[src/rtl/hd44780_nybble_sender.sv]
// Drives HD44780 pins in 4-bit mode: one byte (or one init nybble) per request, E-strobed with timed waits.
// Busy for 2*(T_AS+T_EH+T_EL)+WAIT cycles per byte; o_ready low from accept edge until back in IDLE.
module hd44780_nybble_sender #(
    parameter int T_AS_CYC         = 3,
    parameter int T_EH_CYC         = 16,
    parameter int T_EL_CYC         = 16,
    parameter int T_SHORT_WAIT_CYC = 2016,
    parameter int T_LONG_WAIT_CYC  = 76800,
    parameter int CTR_BITS         = 17
) (
    input  logic       CLK_I,
    input  logic       RST_I,
    input  logic       i_valid,
    output logic       o_ready,
    input  logic [7:0] i_data,
    input  logic       i_rs,
    input  logic       i_nybble_only,
    input  logic       i_long_wait,
    output logic       o_lcd_rs,
    output logic       o_lcd_e,
    output logic [3:0] o_lcd_data,
    output logic       o_busy
);

    localparam logic [2:0] S_IDLE  = 3'd0;
    localparam logic [2:0] S_SETUP = 3'd1;
    localparam logic [2:0] S_EH    = 3'd2;
    localparam logic [2:0] S_EL    = 3'd3;
    localparam logic [2:0] S_WAIT  = 3'd4;

    localparam logic [CTR_BITS-1:0] AS_LD = CTR_BITS'(T_AS_CYC - 1);
    localparam logic [CTR_BITS-1:0] EH_LD = CTR_BITS'(T_EH_CYC - 1);
    localparam logic [CTR_BITS-1:0] EL_LD = CTR_BITS'(T_EL_CYC - 1);
    localparam logic [CTR_BITS-1:0] SW_LD = CTR_BITS'(T_SHORT_WAIT_CYC - 1);
    localparam logic [CTR_BITS-1:0] LW_LD = CTR_BITS'(T_LONG_WAIT_CYC - 1);
    localparam logic [CTR_BITS-1:0] ONE   = CTR_BITS'(1);

    logic [2:0]          state;
    logic [CTR_BITS-1:0] ctr;
    logic [3:0]          lo_nyb;
    logic                phase_lo;
    logic                nyb_only;
    logic                long_wait;
    logic                ctr_done;

    assign ctr_done = (ctr == '0);

    always_ff @(posedge CLK_I) begin
        if (RST_I) begin
            state      <= S_IDLE;
            ctr        <= '0;
            lo_nyb     <= '0;
            phase_lo   <= 1'b0;
            nyb_only   <= 1'b0;
            long_wait  <= 1'b0;
            o_ready    <= 1'b1;
            o_busy     <= 1'b0;
            o_lcd_e    <= 1'b0;
            o_lcd_rs   <= 1'b0;
            o_lcd_data <= '0;
        end else begin
            case (state)
                S_IDLE: begin
                    if (i_valid && o_ready) begin
                        state      <= S_SETUP;
                        ctr        <= AS_LD;
                        o_lcd_rs   <= i_rs;
                        o_lcd_data <= i_data[7:4];
                        lo_nyb     <= i_data[3:0];
                        nyb_only   <= i_nybble_only;
                        long_wait  <= i_long_wait;
                        phase_lo   <= 1'b0;
                        o_ready    <= 1'b0;
                        o_busy     <= 1'b1;
                    end
                end
                S_SETUP: begin
                    if (ctr_done) begin
                        state   <= S_EH;
                        ctr     <= EH_LD;
                        o_lcd_e <= 1'b1;
                    end else begin
                        ctr <= ctr - ONE;
                    end
                end
                S_EH: begin
                    if (ctr_done) begin
                        state   <= S_EL;
                        ctr     <= EL_LD;
                        o_lcd_e <= 1'b0;
                    end else begin
                        ctr <= ctr - ONE;
                    end
                end
                S_EL: begin
                    // RS/data stay put through E low so the hold time is covered.
                    if (ctr_done) begin
                        if (!phase_lo && !nyb_only) begin
                            state      <= S_SETUP;
                            ctr        <= AS_LD;
                            phase_lo   <= 1'b1;
                            o_lcd_data <= lo_nyb;
                        end else begin
                            state <= S_WAIT;
                            ctr   <= long_wait ? LW_LD : SW_LD;
                        end
                    end else begin
                        ctr <= ctr - ONE;
                    end
                end
                S_WAIT: begin
                    if (ctr_done) begin
                        state   <= S_IDLE;
                        o_ready <= 1'b1;
                        o_busy  <= 1'b0;
                    end else begin
                        ctr <= ctr - ONE;
                    end
                end
                default: begin
                    state   <= S_IDLE;
                    ctr     <= '0;
                    o_lcd_e <= 1'b0;
                    o_ready <= 1'b1;
                    o_busy  <= 1'b0;
                end
            endcase
        end
    end

endmodule
[config.mk]
export PLATFORM = sky130hd
export DESIGN_NAME = hd44780_nybble_sender
export DESIGN_NICKNAME = d
export VERILOG_FILES = /design/src/rtl/hd44780_nybble_sender.sv
export SDC_FILE = /design/constraint.sdc
export NUM_CORES = 1
export LEC_CHECK = 0
export ABC_AREA = 1
export CAP_MARGIN = 10
export CORE_MARGIN = 2
export CORE_UTILIZATION = 55
export CTS_CLUSTER_DIAMETER = 200
export DETAILED_ROUTE_END_ITERATION = 16
export PLACE_DENSITY_LB_ADDON = 0.1
export SLEW_MARGIN = 30
export SYNTH_ARGS = -nofsm -noshare
export SYNTH_HDL_FRONTEND = slang
export SYNTH_SLANG_ARGS = --single-unit
export TNS_END_PERCENT = 100
[constraint.sdc]
create_clock -name CLK_I -period 5.2 [get_ports CLK_I]
set_clock_uncertainty 0.2 [all_clocks]
set_input_delay 1.56 -clock CLK_I [delete_from_list [all_inputs] [get_ports CLK_I]]
set_output_delay 1.56 -clock CLK_I [all_outputs]
set_load 0.005 [all_outputs]
==> results.toml <==
[run]
maxCapViolations = 0

[floorplan]
die_y_um = 64.4
start_util_pct = 58.8
core_um2 = 3420
rows = 21
dieArea_um2 = 4150
pin_count = 22
dieWidth_um = 64.4

[final_layout]
layout_commonest_cell = "nand2_1"
synthToLayoutAreaGrowth_pct = 15.3
drive_gt1_share_pct = 8.28
antenna_cells = 0
finalInstanceArea_um2 = 2320
nNetsFinal = 352
nFillCells = 328
final_cell_mix = "89 x nand2_1, 43 x nor2_1, 35 x dfxtp_1"

[logic_synthesis]
ys_seq_elements = 35
yosysWarnings = 0
seq_area_frac_synth_pct = 34.9
avgSynthCellArea_um2 = 6.40
syn_area_um2 = 2010
synth_fp_nets = 329
synth_cells = 314
ys_types = 29

[sta]
worst_slew_pin_slew_ps = 359
grt_setup_unrepaired = "false"
finalCritPeriodShare_pct = 57.4
max_freq_mhz = 335
finalHoldViolations = 0
setup_tns_ps = 0
slew_violations = 0
fin_crit_ps = 2990
setup_viol = 0
slew_headroom_pct = 76.0

[clock_network]
cts_resized = 0
clock_latency_ps = 340
htree_levels = 2
numCtsBuffers = 5
cts_sinks = 35
holdBufCountCts = 0
cts.reportedPaths.clkPinSlew_ps = 100
cts.path.max_buffers = 2
cts_setup_buffers = 0
cts_tree = "done"
ctsRootBufferMaster = "clkbuf_4"

[route]
totalWireLength_um = 4480
ant_nets = 0
detail_route.iter0.violations = 116
drt-pass1-iter-count = 4
dr_wl_met2_um = 1970
drc = 0
vias = 1998
wire_per_inst_um = 11.7
vias_per_cell = 5.20
routed.top_layer = "met4"
m1WireLength_um = 2210
wl_met3_um = 258

[outcome]
outcome = "completed"

[place]
place.gp.congestion = 0.920
place_area_um2 = 2250
port-buffer-count = 21
hpwl_um = 3320

[setup_path]
crit_type = "reg -> out"
cpMaxStageDelayCell = "clkdlybuf4s50_1"
cp.arrival_ps = 1230
crit_fanout = 3
critPathLaunchType = "register"
max_stage_delay_ps = 510
required_ps = 3440
path_cells = "clkdlybuf4s50_1"
critPathCaptureType = "primary output"
crit_family = "buffers and inverters"
critPathBufInv = 1
worst-path-stages = 1
r2r_cells = 11

[global_route]
antenna_found_initial = 0
grt_use_total_pct = 24.7
overflow = 0
grt_max_degree = 22
grt_pass1_wl_um = 8090
grt_pass1_vias = 1881

[hold_path]
hold_class = "reg -> reg"
hold_path_depth = 2
-- flip-flops by register name, indices dropped and copies added, names as in the netlist --
signal,cells
o_ready,1
o_busy,1
state,3
o_lcd_rs,1
long_wait,1
lo_nyb,4
nyb_only,1
phase_lo,1
ctr,17
o_lcd_data,4
o_lcd_e,1
-- layer usage --
metal  GRT usage [%]  up-vias
li1                -     1052
met5               0        -
met3            4.69        6
met4            7.45        0
met1            33.4      883
met2            40.0       57
-- logic make-up (layout without fill, tap and decap cells) --
| logic type | after synthesis | count (layout) | synth area share (%) |
|---|---|---|---|
| XOR/XNOR | 9 | 9 | 3.92 |
| AO/OA/AOI/OAI | 55 | 55 | 14.6 |
| adder cells (fa/ha/maj) | 1 | 1 | 0.623 |
| flip-flops | 35 | 35 | 34.9 |
| AND/OR/NAND/NOR | 174 | 174 | 37.8 |
| buffers and inverters | 40 | 64 | 8.22 |
-- metrics by stage --
stage / hold WS (ps) / instances / util, % / worst slack (ps)
after detailed placement: 245 / 376 / 65.8 / 1880
after floorplan: 224 / 314 / - / 2580
after CTS: 259 / 384 / 67.8 / 2220
final: 257 / 384 / 67.8 / 2210
after global routing: 284 / 384 / 67.8 / 2030
after global placement: 248 / 376 / 65.8 / 1930
-- worst min-delay path: cells and delay by family, from the launching register on --
| kind | cells | cell delay (ps) |
|---|---|---|
| buffers and inverters | 1 | 60 |
| flip-flops | 1 | 310 |
| AO/OA/AOI/OAI | 1 | 50 |
-- layout make-up --
type / count / area [µm²] / share of cell area (%)
multi-input combinational: 239 / 1140 / 49.4
sequential: 35 / 701 / 30.3
timing repair buffer: 22 / 218 / 9.40
inverter: 34 / 128 / 5.51
clock buffer: 8 / 68.8 / 2.97
tap: 46 / 57.6 / 2.49
-- worst paths after layout --
| check | from | to | slack, ps |
|---|---|---|---|
| hold reg to reg | lo_nyb[3] | lo_nyb[3] | 260 |
| setup reg to reg | ctr[0] | ctr[7] | 2880 |
| setup / recovery | o_ready | o_ready | 2210 |
| hold / removal | lo_nyb[3] | lo_nyb[3] | 260 |
-- cells in the mapped netlist, drive strengths merged --
cell type  count  share of area (%)
inv           34                6.4
nand4          5                1.6
o2111ai        1               0.44
a21oi         29                7.4
xor2           6                2.6
o21bai         1               0.37
nand2         94                 18
o21a           1               0.37
a211oi         1               0.37
nor3           2               0.75
nand3         21                5.7
or2            2               0.62
nor2          50                 11
xnor2          3                1.3
ha             1               0.62
buf            2                1.1
dfxtp         35                 35
clkbuf         4               0.75
o21ai         21                5.2
o211ai         1               0.37
Power is left out: the tool's default activity adds up to more than one toggle a clock period on the data nets, which glitch-free logic cannot reach.
